===== config.mk =====
export PLATFORM = sky130hd
export DESIGN_NAME = led_pwm_port
export DESIGN_NICKNAME = d
export VERILOG_FILES = /design/src/rtl/led_pwm_port.sv
export SDC_FILE = /design/constraint.sdc
export NUM_CORES = 1
export LEC_CHECK = 0
export ABC_AREA = 1
export CORE_UTILIZATION = 35
export CTS_CLUSTER_SIZE = 16
export DETAILED_ROUTE_END_ITERATION = 8
export SLEW_MARGIN = 10
export SYNTH_ARGS = -nofsm -noshare
export SYNTH_HDL_FRONTEND = slang
export SYNTH_SLANG_ARGS = --single-unit
export TNS_END_PERCENT = 5

===== constraint.sdc =====
create_clock -name clk -period 1.66 [get_ports clk]
set_input_delay 0.332 -clock clk [delete_from_list [all_inputs] [get_ports clk]]
set_output_delay 0.332 -clock clk [all_outputs]
set_load 0.01 [all_outputs]

===== src/rtl/led_pwm_port.sv =====
// rtl/led_pwm_port.sv - AVR I/O-mapped multi-channel LED driver (off/on/PWM/blink)
//
// Purpose:
//   Drives NUM_CH LED outputs from a shared prescaled PWM timebase. Each
//   channel is independently off, on, PWM-dimmed or blinking. Duty writes go
//   to a pending register and are copied to the active duty only at PWM frame
//   boundaries, so an LED never sees a partial or glitched frame.
//
// Parameters:
//   NUM_CH    LED channels, 1..16
//   PWM_BITS  PWM counter / duty width, 1..8
//   PRESCALE  clk cycles per PWM counter step, >= 1
//
// Ports:
//   clk       system clock
//   nrst      asynchronous active-low reset
//   io_addr   register address (0 CTRL, 1 SEL, 2 DUTY, 3 MODE, 4 BLINK)
//   io_we     write strobe, one cycle per write
//   io_din    write data
//   io_dout   read data, combinational from io_addr
//   led       registered LED outputs
//
// Configuration:
//   LEDPWM_BLINK_EN  when defined, implements blink mode, the BLINK register,
//                    the frame counter and the blink phase. When undefined,
//                    mode 11 behaves as PWM and BLINK reads 0.

module led_pwm_port #(
    parameter int NUM_CH   = 8,
    parameter int PWM_BITS = 8,
    parameter int PRESCALE = 64
) (
    input  logic              clk,
    input  logic              nrst,
    input  logic [2:0]        io_addr,
    input  logic              io_we,
    input  logic [7:0]        io_din,
    output logic [7:0]        io_dout,
    output logic [NUM_CH-1:0] led
);

    localparam int PW = (PRESCALE > 1) ? $clog2(PRESCALE) : 1;
    localparam logic [PW-1:0]       PRESC_LAST = PW'(PRESCALE - 1);
    localparam logic [PWM_BITS-1:0] CNT_LAST   = '1;

    localparam logic [2:0] A_CTRL  = 3'd0;
    localparam logic [2:0] A_SEL   = 3'd1;
    localparam logic [2:0] A_DUTY  = 3'd2;
    localparam logic [2:0] A_MODE  = 3'd3;
    localparam logic [2:0] A_BLINK = 3'd4;

    localparam logic [1:0] M_OFF   = 2'b00;
    localparam logic [1:0] M_ON    = 2'b01;
    localparam logic [1:0] M_PWM   = 2'b10;

    // ------------------------------------------------------------------
    // State
    // ------------------------------------------------------------------
    logic                             en_q,    en_d;
    logic                             inv_q,   inv_d;
    logic [3:0]                       sel_q,   sel_d;
    logic [NUM_CH-1:0][PWM_BITS-1:0]  pend_q,  pend_d;
    logic [NUM_CH-1:0][PWM_BITS-1:0]  act_q,   act_d;
    logic [NUM_CH-1:0][1:0]           mode_q,  mode_d;
    logic [PW-1:0]                    presc_q, presc_d;
    logic [PWM_BITS-1:0]              cnt_q,   cnt_d;
    logic [NUM_CH-1:0]                led_q,   led_d;
`ifdef LEDPWM_BLINK_EN
    logic [7:0]                       blink_q, blink_d;
    logic [7:0]                       fcnt_q,  fcnt_d;
    logic                             phase_q, phase_d;
`endif

    logic              wr_ctrl;
    logic              wr_sel;
    logic              wr_duty;
    logic              wr_mode;
    logic              tick;
    logic              frame_end;
    logic [NUM_CH-1:0] pwm_on;
    logic [NUM_CH-1:0] raw;

    assign wr_ctrl = io_we && (io_addr == A_CTRL);
    assign wr_sel  = io_we && (io_addr == A_SEL);
    assign wr_duty = io_we && (io_addr == A_DUTY);
    assign wr_mode = io_we && (io_addr == A_MODE);

    assign tick      = en_q && (presc_q == PRESC_LAST);
    assign frame_end = tick && (cnt_q == CNT_LAST);

    // ------------------------------------------------------------------
    // Register file next state. DUTY/MODE only land when SEL names an
    // existing channel; an out-of-range SEL simply matches no channel.
    // ------------------------------------------------------------------
    always_comb begin
        en_d   = en_q;
        inv_d  = inv_q;
        sel_d  = sel_q;
        pend_d = pend_q;
        mode_d = mode_q;
        if (wr_ctrl) begin
            en_d  = io_din[0];
            inv_d = io_din[1];
        end
        if (wr_sel) begin
            sel_d = io_din[3:0];
        end
        for (int i = 0; i < NUM_CH; i++) begin
            if (sel_q == 4'(i)) begin
                if (wr_duty) pend_d[i] = io_din[PWM_BITS-1:0];
                if (wr_mode) mode_d[i] = io_din[1:0];
            end
        end
    end

    // ------------------------------------------------------------------
    // Timebase and duty shadowing. The active duty copies pend_q (the value
    // before this edge), so a DUTY write coinciding with a frame end waits
    // for the following frame end.
    // ------------------------------------------------------------------
    always_comb begin
        presc_d = presc_q;
        cnt_d   = cnt_q;
        act_d   = act_q;
        if (!en_q) begin
            presc_d = '0;
            cnt_d   = '0;
        end else if (tick) begin
            presc_d = '0;
            cnt_d   = cnt_q + 1'b1;
        end else begin
            presc_d = presc_q + 1'b1;
        end
        if (!en_q || frame_end) begin
            act_d = pend_q;
        end
    end

`ifdef LEDPWM_BLINK_EN
    // Blink phase: half-period of BLINK frames; BLINK=0 pins the phase on.
    always_comb begin
        blink_d = blink_q;
        fcnt_d  = fcnt_q;
        phase_d = phase_q;
        if (io_we && (io_addr == A_BLINK)) begin
            blink_d = io_din;
        end
        if (!en_q || (blink_q == 8'd0)) begin
            fcnt_d  = '0;
            phase_d = 1'b1;
        end else if (frame_end) begin
            if (fcnt_q == (blink_q - 8'd1)) begin
                fcnt_d  = '0;
                phase_d = ~phase_q;
            end else begin
                fcnt_d  = fcnt_q + 8'd1;
            end
        end
    end
`endif

    // ------------------------------------------------------------------
    // Per-channel output
    // ------------------------------------------------------------------
    always_comb begin
        pwm_on = '0;
        raw    = '0;
        for (int i = 0; i < NUM_CH; i++) begin
            pwm_on[i] = (cnt_q < act_q[i]);
            case (mode_q[i])
                M_OFF:   raw[i] = 1'b0;
                M_ON:    raw[i] = 1'b1;
                M_PWM:   raw[i] = pwm_on[i];
`ifdef LEDPWM_BLINK_EN
                default: raw[i] = pwm_on[i] & phase_q;
`else
                default: raw[i] = pwm_on[i];
`endif
            endcase
        end
        led_d = en_q ? (raw ^ {NUM_CH{inv_q}}) : {NUM_CH{inv_q}};
    end

    // ------------------------------------------------------------------
    // Sequential state
    // ------------------------------------------------------------------
    always_ff @(posedge clk or negedge nrst) begin
        if (!nrst) begin
            en_q    <= 1'b0;
            inv_q   <= 1'b0;
            sel_q   <= '0;
            pend_q  <= '0;
            act_q   <= '0;
            mode_q  <= '0;
            presc_q <= '0;
            cnt_q   <= '0;
            led_q   <= '0;
`ifdef LEDPWM_BLINK_EN
            blink_q <= '0;
            fcnt_q  <= '0;
            phase_q <= 1'b1;
`endif
        end else begin
            en_q    <= en_d;
            inv_q   <= inv_d;
            sel_q   <= sel_d;
            pend_q  <= pend_d;
            act_q   <= act_d;
            mode_q  <= mode_d;
            presc_q <= presc_d;
            cnt_q   <= cnt_d;
            led_q   <= led_d;
`ifdef LEDPWM_BLINK_EN
            blink_q <= blink_d;
            fcnt_q  <= fcnt_d;
            phase_q <= phase_d;
`endif
        end
    end

    assign led = led_q;

    // ------------------------------------------------------------------
    // Read mux
    // ------------------------------------------------------------------
    always_comb begin
        io_dout = '0;
        case (io_addr)
            A_CTRL: io_dout[1:0] = {inv_q, en_q};
            A_SEL:  io_dout[3:0] = sel_q;
            A_DUTY: begin
                for (int i = 0; i < NUM_CH; i++) begin
                    if (sel_q == 4'(i)) io_dout[PWM_BITS-1:0] = pend_q[i];
                end
            end
            A_MODE: begin
                for (int i = 0; i < NUM_CH; i++) begin
                    if (sel_q == 4'(i)) io_dout[1:0] = mode_q[i];
                end
            end
`ifdef LEDPWM_BLINK_EN
            A_BLINK: io_dout = blink_q;
`endif
            default: io_dout = '0;
        endcase
    end

endmodule


==> run metrics, run 1 <==
library cells used by synthesis=35; Vias=7743; total wire length=25.5 mm; layout cells sized above 1=26.6%; Pre-Repair DR Iteration Count=5; Pwr per Cell Area=1240 mW/mm²; worst skew pair latency=0.44 ns; grt ovf=0; Netlist Area Pre-Place=0.00883 mm²; number of synthesized flops with an enable pin=0; Synth Register Bits=172; io pins=30; Worst-path clk slew=0.06 ns; Worst Tran Pin Value=0.431 ns; min cycle time layout=2.33 ns; kind of end point of the critical path=output port; number of port buffers=29; First DRT Iteration DRCs=576; initial core utilization=36.0%; Max-slew headroom=71.2%; crit share post-route=140%; achievable frequency=0.429 GHz; Post-Synthesis Cells=1058; Final Setup Violations=56; antenna violations before repair=0; CP Class=reg2out; pins over their slew limit=0; CTS Root Cell=clkbuf_16; Synth-to-Final Area Change=35.9%; # H-tree levels=4; Max clock buf depth=2; first-pass GRT wire length=40.9 mm; Core ar.=0.0245 mm²; FP Rows=57; placed instance count=1540; post-DP HPWL=17.9 mm; diode count=0; clock net sink count=172; Tot GR Track Use=20.6%; Layout Nets=1322; Top FF cell, synth=dfrtp_1; failing checks=negative setup slack; Die Span X=161 µm; status=finished, violations left; final hold violation count=0; syn avg cell area=8.35 µm²; Finished Layout Cells=1587; worst hold-check slack=0.372 ns; Antenna Violating Nets Remaining=0; critical path startpoint category=register; total clock buffers created by CTS=17; die area=0.0259 mm²; critical path required time=1.33 ns; max capacitance violation total=0; RSZ-0062 raised after global routing=yes; worst-path maximum fanout=6; min setup slack post-route=-0.670 ns; average wire per standard cell=16.1 µm; remaining routing DRC violations=0; Synth Warn #=0; asr flop ratio synth=100%; Die Y=161 µm; drt via density=4.88; hold crit path type=in2async; worst vdd ir=824 µV; largest net degree at the start of global routing=49; CTS tree=done; vias in the first global route=7526; post-synthesis sequential area ratio=48.7%; WP data arrival=2.00 ns; Power, Total=14800 µW; syn_nets=1130; Final Skew=0.0109 ns; P_leak=0.00581 µW; Final Wtd Congestion=0.844
==> repair_timing <==
item,4_1_cts,5_1_grt
setup endpoints to repair,81,130
resized for setup,118,57
pin swaps,23,22
hold buffers,1,0
hold endpoints to repair,29,0
gates cloned,3,1
setup buffers,9,3
==> layout make-up <==
cell class,count,area [µm²]
sequential,172,4310
timing repair buffer,205,1950
inverter,110,415
fill,2315,12500
tap,324,405
clock inverter,12,185
clock buffer,20,467
multi-input combinational,744,4280
==> path summary, 6_finish.rpt <==
check	from	endpoint	slack (ns)	cells past startpoint
min reg2reg	pend_q[24]	pend_q[24]	0.49	2
max in group asynchronous	nrst	act_q[29]	0.68	3
min in group clk	pend_q[24]	pend_q[24]	0.49	2
max	sel_q[0]	io_dout[1]	-0.67	10
max reg2reg	cnt_q[1]	led[5]	-0.11	11
min	nrst	presc_q[1]	0.37	2
==> per-layer routing <==
layer	share of wire [%]	track usage, %	up-vias
met4	2.9	7.33	0
li1	-	-	3853
met2	47	33.2	162
met1	46	27.9	3686
met3	4.3	3.62	42
met5	0	0	-
==> metrics by stage <==
step	util (%)	worst slack (ns)	TNS (ns)	cell area (µm²)
6_report	48.9	-0.670	-6.75	12000
3_3_place_gp	44.1	-0.702	-41.62	10800
4_1_cts	48.0	-0.681	-8.11	11800
2_1_floorplan	-	-0.000845	-0.000845	8830
5_1_grt	48.9	-0.786	-13.80	12000
3_5_place_dp	44.1	-0.723	-45.64	10800
==> cell usage in the layout, fill, tap and decap left out, types with 2 or more instances in the layout <==
cell	n
dfrtp_1	170
clkinv_1	2
bufinv_16	4
o21ai_2	12
buf_2	8
nor2_1	46
dfrtp_2	2
nand2_4	5
buf_6	19
o22ai_1	2
clkbuf_16	17
buf_12	24
nor3_4	4
nor4_4	2
nor3_1	2
nand2_1	282
inv_2	6
inv_1	101
nand3_2	11
clkinv_4	5
o21ai_0	94
nand4_1	12
nor3_2	2
nand2_2	38
ha_4	4
nand3_1	29
buf_4	133
a21oi_1	35
xor2_1	2
a21oi_2	11
nor2_2	9
clkbuf_8	3
ha_1	54
o21ai_1	62
nor2_4	9
o21a_1	9
clkdlybuf4s50_1	19
==> worst max-delay path: stages (launching register included) <==
cell and delay (ns):
dfrtp_1 0.44, buf_6 0.17, nor2_2 0.06, buf_6 0.13, nand3_2 0.06, nand3_2 0.09, nor2_2 0.13, nand4_1 0.13
a21oi_2 0.14, nand2_1 0.07, buf_2 0.14
==> cell usage after synthesis (all sizes together) (3+ instances only) <==
library cell / number / share of area (%)
nand4: 12 / 0.85
a21oi: 46 / 2.6
nand2: 324 / 14
nor2: 64 / 2.9
o21a: 9 / 0.77
o21ai: 169 / 10
dfrtp: 172 / 49
nor3: 8 / 0.69
inv: 108 / 4.6
buf: 21 / 2.0
nor4: 3 / 0.55
nand3: 41 / 2.4
clkbuf: 12 / 0.51
ha: 58 / 8.2
==> state kept, by name, summed over array words and instances (netlist names) <==
signal	count
sel_q	4
inv_q	1
led	8
presc_q	6
act_q	64
en_q	1
mode_q	16
cnt_q	8
pend_q	64
==> power by group <==
group	switching [µW]	total, µW	internal, µW
Clock	1750	4400	2660
Sequential	436	5490	5050
Combinational	2810	4950	2130
Total	5000	14800	9840
==> cell families after synthesis <==
group	after synthesis	share of synthesized area (%)
and+or+nand+nor	454	21.8
adders and majority gates	58	8.22
buffers and inverters	143	7.14
DFF	172	48.7
AOI/OAI and AO/OA	228	13.8
xor gates and xnor gates	3	0.298
Power figures use the tool's default switching activity.
==> run 2, diff against run 1 <==
--- a/config.mk
+++ b/config.mk
@@ -9,6 +9,7 @@
 export CORE_UTILIZATION = 35
 export CTS_CLUSTER_SIZE = 16
 export DETAILED_ROUTE_END_ITERATION = 8
+export MAX_ROUTING_LAYER = met4
 export SLEW_MARGIN = 10
 export SYNTH_ARGS = -nofsm -noshare
 export SYNTH_HDL_FRONTEND = slang
==> run metrics, run 2 (synthesis results as in run 1) <==
total wire length=24.8 mm (was 25.5 mm); Die Span X=161 µm (unchanged); WP data arrival=2.01 ns (was 2.00 ns); Layout Nets=1318 (was 1322); Power, Total=14300 µW (was 14800 µW); CP Class=reg2out (unchanged); diode count=0 (unchanged); worst-case reg-to-reg path depth=11 (unchanged); placed instance count=1539 (was 1540); drt via density=4.85 (was 4.88); critical path required time=1.33 ns (about the same); antenna violations before repair=0 (unchanged); worst skew pair latency=0.44 ns (about the same); Worst Tran Pin Value=0.504 ns (was 0.431 ns); Antenna Violating Nets Remaining=0 (unchanged); layout cells sized above 1=26.2% (was 26.6%); Max-slew headroom=66.4% (was 71.2%); # H-tree levels=4 (unchanged); Pwr per Cell Area=1210 mW/mm² (was 1240 mW/mm²); CTS Root Cell=clkbuf_16 (unchanged); biggest regs=act_q: 64 flops, pend_q: 64 flops, mode_q: 16 flops (unchanged); largest net degree at the start of global routing=72 (was 49); total clock buffers created by CTS=17 (unchanged); crit share post-route=141% (was 140%); Final Setup Violations=63 (was 56); CTS tree=done (unchanged); P_leak=0.00579 µW (was 0.00581 µW); Final Skew=0.0102 ns (was 0.0109 ns); most common cell after layout, fill and taps aside=nand2_1 (unchanged); remaining routing DRC violations=0 (unchanged); Tot GR Track Use=20.6% (about the same); met1 GRT Util=27.4% (was 27.9%); Vias=7685 (was 7743); Finished Layout Cells=1583 (was 1587); met2 Use GR=32.9% (was 33.2%); status=finished, violations left (unchanged); final hold violation count=0 (unchanged); RSZ-0062 raised after global routing=yes (unchanged); die area=0.0259 mm² (unchanged); post-DP HPWL=17.4 mm (was 17.9 mm); first-pass GRT wire length=39.8 mm (was 40.9 mm); FP Rows=57 (unchanged); achievable frequency=0.426 GHz (was 0.429 GHz); average wire per standard cell=15.7 µm (was 16.1 µm); Core ar.=0.0245 mm² (unchanged); grt ovf=0 (unchanged); pins over their slew limit=0 (unchanged); Worst-path clk slew=0.07 ns (was 0.06 ns); Final Util=48.3% (was 48.9%); min setup slack post-route=-0.686 ns (was -0.670 ns); Max clock buf depth=2 (unchanged); Die Y=161 µm (unchanged); number of port buffers=29 (unchanged); First DRT Iteration DRCs=520 (was 576); min cycle time layout=2.35 ns (was 2.33 ns); Pre-Repair DR Iteration Count=5 (unchanged); worst-path maximum fanout=6 (unchanged); clock net sink count=172 (unchanged); global route hottest layer=met2 (unchanged); kind of end point of the critical path=output port (unchanged); max capacitance violation total=0 (unchanged); hold crit path type=in2async (unchanged); io pins=30 (unchanged); initial core utilization=36.0% (unchanged); vias in the first global route=7491 (was 7526); failing checks=negative setup slack (unchanged); commonest non-fill, non-tap cells in the layout=287 x nand2_1, 169 x dfrtp_1, 135 x buf_4 (was 282 x nand2_1, 170 x dfrtp_1, 133 x buf_4); Global Route met3 Usage=3.18% (was 3.62%); Synth-to-Final Area Change=34.3% (was 35.9%); Final Wtd Congestion=0.866 (was 0.844); worst vdd ir=826 µV (was 824 µV); critical path startpoint category=register (unchanged)
run 2: cell types whose count changed in the layout (fill, tap and decap cells not counted), sizes merged:
cell,before,now
inv,109,113
buf,184,180
clkinvlp,1,3
bufinv,4,1
clkbuf,20,19
clkinv,8,7
nand2,325,324
run 2: report_power, final:
group | internal [µW] | total (µW) | leakage, µW | switching, µW
Sequential | 5050 | 5490 | 0.00232 | 436
Clock | 2140 | 3950 | 0.000274 | 1810
Combinational | 2150 | 4910 | 0.00320 | 2760
Total | 9340 | 14300 | 0.00579 | 5010
run 2: stage by stage:
step	setup WS [ns]	setup TNS (ns)	area, µm²	hold WS (ns)
floorplan	-0.000845	-0.000845	8830	0.0364
global placement	-0.710	-32.94	10800	0.172
detailed placement	-0.737	-36.41	10800	0.170
CTS	-0.674	-8.65	11600	0.283
global route	-0.773	-14.83	11900	0.292
finish	-0.686	-6.87	11900	0.287
run 2: worst paths after layout:
kind	start	endpoint	slack, ns
min	nrst	act_q[17]	0.29
max reg2reg	cnt_q[3]	led[7]	-0.15
min reg2reg	act_q[48]	act_q[48]	0.50
max	sel_q[3]	io_dout[0]	-0.69
max in group asynchronous	nrst	pend_q[20]	0.76
min in group clk	act_q[48]	act_q[48]	0.50
run 2: routing by layer:
metal  wire length [µm]  share of wire, %
met1              11500                47
met2              11900                48
met4                339               1.4
met3               1000               4.0
met5                  0                 0
run 2: cell type report:
| class | count | area (µm²) |
|---|---|---|
| fillers | 2395 | 12700 |
| flip-flops and latches | 172 | 4310 |
| multi-input cells | 743 | 4250 |
| repair buffers | 202 | 1910 |
| clock buffers | 18 | 439 |
| inverters | 110 | 413 |
| well taps | 324 | 405 |
| clock inverters | 14 | 136 |
run 2: worst max-delay path: stages, from the launching register on:
cell and delay [ns]:
dfrtp_2 0.44, inv_2 0.10, nand2_4 0.10, nor3_4 0.22, buf_6 0.17, buf_6 0.10
a21oi_2 0.05, nand4_1 0.11, nand2_1 0.06, nand3b_1 0.09, buf_2 0.14
run 2: timing repair:
item                                    in CTS  in global routing
endpoints found under the setup margin      73                119
hold buffers                                 1                  0
gates cloned                                 1                  1
pin swaps                                   19                 26
buffers inserted                             7                  3
endpoints found under the hold margin       11                  0
gates resized for setup                     91                 66
==> run 3, diff against run 2 <==
==> constraint.sdc (replaced) <==
create_clock -name clk -period 1.66 [get_ports clk]
set_input_delay 0.166 -clock clk [delete_from_list [all_inputs] [get_ports clk]]
set_output_delay 0.166 -clock clk [all_outputs]
set_load 0.01 [all_outputs]
==> run metrics, run 3 (synthesis results as in run 1) <==
hold crit path type=in2async (unchanged); max capacitance violation total=0 (unchanged); Max-slew headroom=68.1% (was 66.4%); Die Y=161 µm (unchanged); diode count=0 (unchanged); vias in the first global route=7371 (was 7491); met1 wire length=11.8 mm (was 11.5 mm); P_int=9270 µW (was 9340 µW); CP delay by family, top=buffers and inverters (was simple AND/OR/NAND/NOR gates); Critical Path Max Stage Delay=0.43 ns (was 0.44 ns); kind of end point of the critical path=output port (unchanged); CTS tree=done (unchanged); most frequent CP cell=buf_6 (unchanged); WL met3=894 µm (was 1.00 mm); Core ar.=0.0245 mm² (unchanged); initial core utilization=36.0% (unchanged); critical path startpoint category=register (unchanged); crit share post-route=134% (was 141%); Die Span X=161 µm (unchanged); grt ovf=0 (unchanged); critical path required time=1.49 ns (was 1.33 ns); min cycle time layout=2.23 ns (was 2.35 ns); average wire per standard cell=15.8 µm (was 15.7 µm); failing checks=negative setup slack (unchanged); switch share=34.9% (about the same); largest net degree at the start of global routing=49 (was 72); final hold violation count=0 (unchanged); WP data arrival=2.06 ns (was 2.01 ns); Worst Tran Pin Value=0.478 ns (was 0.504 ns); Pwr per Cell Area=1230 mW/mm² (was 1210 mW/mm²); clock network fraction of total power=28.4% (was 27.5%); Final Wtd Congestion=0.857 (was 0.866); Worst-path clk slew=0.07 ns (about the same); commonest non-fill, non-tap cells in the layout=274 x nand2_1, 171 x dfrtp_1, 104 x inv_1 (was 287 x nand2_1, 169 x dfrtp_1, 135 x buf_4); layout cells sized above 1=23.7% (was 26.2%); worst skew pair latency=0.43 ns (was 0.44 ns); Tot GR Track Use=20.7% (was 20.6%); min setup slack post-route=-0.566 ns (was -0.686 ns); Final Setup Violations=54 (was 63); most common cell after layout, fill and taps aside=nand2_1 (unchanged); worst vdd ir=658 µV (was 826 µV); biggest regs=act_q: 64 flops, pend_q: 64 flops, mode_q: 16 flops (unchanged); die area=0.0259 mm² (unchanged); # H-tree levels=4 (unchanged); worst-path maximum fanout=6 (unchanged); NetSw=4960 µW (was 5010 µW); crit-path cells=buf_6, buf_6, nor3_4, buf_6, nand2_1, nand4_1, nand2_1, inv_1, buf_2 (was inv_2, nand2_4, nor3_4, buf_6, buf_6, a21oi_2, nand4_1, nand2_1, nand3b_1, buf_2); uppermost layer routed=met4 (unchanged); Flop pwr share=39.1% (was 38.3%); final setup TNS=-5.90 ns (was -6.87 ns); drt via density=4.89 (was 4.85); status=finished, violations left (unchanged); RSZ-0062 raised after global routing=yes (unchanged); met2 wire length=11.2 mm (was 11.9 mm); io pins=30 (unchanged); pins over their slew limit=0 (unchanged); Pre-Repair DR Iteration Count=5 (unchanged); number of port buffers=29 (unchanged); Synth-to-Final Area Change=31.0% (was 34.3%); post-DP HPWL=17.6 mm (was 17.4 mm); slowest stage cell on the critical path=dfrtp_1 (was dfrtp_2); CTS Root Cell=clkbuf_16 (unchanged); Vias=7575 (was 7685); FP Rows=57 (unchanged); Antenna Violating Nets Remaining=0 (unchanged); First DRT Iteration DRCs=562 (was 520); Final Skew=0.0147 ns (was 0.0102 ns); P_leak=0.00559 µW (was 0.00579 µW); Finished Layout Cells=1550 (was 1583); clock net sink count=172 (unchanged); antenna violations before repair=0 (unchanged); combinational power share=32.6% (was 34.2%); total wire length=24.4 mm (was 24.8 mm); total clock buffers created by CTS=17 (unchanged); first-pass GRT wire length=40.2 mm (was 39.8 mm); remaining routing DRC violations=0 (unchanged); Layout Nets=1287 (was 1318); CP Class=reg2out (unchanged); WP buf/inv=5 (was 4); Max clock buf depth=2 (unchanged); achievable frequency=0.449 GHz (was 0.426 GHz); placed instance count=1510 (was 1539)
[run 3: cell types whose count changed in the layout (fill, tap and decap cells not counted), sizes merged]
cell	previous run	this run
clkbuf	19	17
clkinvlp	3	2
dlymetal6s2s	1	0
bufinv	1	2
clkinv	7	4
inv	113	115
buf	180	150
clkdlybuf4s50	19	20
[run 3: final cells by class]
cell class	instances	area (µm²)
inverters	110	413
clock inverters	13	155
well taps	324	405
clock buffers	17	425
fillers	2390	13000
repair buffers	171	1670
multi-input cells	743	4200
flip-flops and latches	172	4310
[run 3: worst paths after layout]
path	start	endpoint	slack, ns	cells after the start
worst max-delay path	sel_q[1]	io_dout[6]	-0.57	9
worst min-delay path	nrst	presc_q[0]	0.24	2
worst max register to register	cnt_q[1]	led[4]	-0.10	11
worst min register to register	act_q[40]	act_q[40]	0.50	2
max in group asynchronous	nrst	act_q[20]	0.77	3
min in group clk	act_q[40]	act_q[40]	0.50	2
[run 3: through the flow]
| stage | area (µm²) | setup WS [ns] | power (µW) | util, % | hold slack (ns) |
|---|---|---|---|---|---|
| 2_1_floorplan | 8830 | 0.00771 | 7820 | - | -0.130 |
| 3_3_place_gp | 10600 | -0.456 | 9680 | 43.0 | 0.137 |
| 3_5_place_dp | 10600 | -0.499 | 9780 | 43.0 | 0.144 |
| 4_1_cts | 11400 | -0.533 | 14100 | 46.4 | 0.257 |
| 5_1_grt | 11600 | -0.649 | 15100 | 47.2 | 0.276 |
| 6_report | 11600 | -0.566 | 14200 | 47.2 | 0.242 |
[run 3: metal layers]
metal / GRT usage, % / vias to the layer above
met4: 5.62 / 0
met3: 3.23 / 31
met5: - / -
met2: 31.7 / 149
li1: - / 3762
met1: 28.4 / 3633
[run 3: power by group through the flow]
stage          sequential (µW)  combinational, µW  clock [µW]
6_report                  5560               4630        4030
5_1_grt                   5650               5170        4270
4_1_cts                   5540               4510        4100
3_5_place_dp              5600               4180           0
3_3_place_gp              5580               4100           0
2_1_floorplan             5490               2330           0
[run 3: repair_timing]
item | CTS | global route
setup endpoints to repair | 83 | 127
endpoints found under the hold margin | 39 | 0
hold buffers | 1 | 0
cloned | 1 | 0
setup buffers | 8 | 1
pin swaps | 23 | 18
resized for setup | 99 | 67
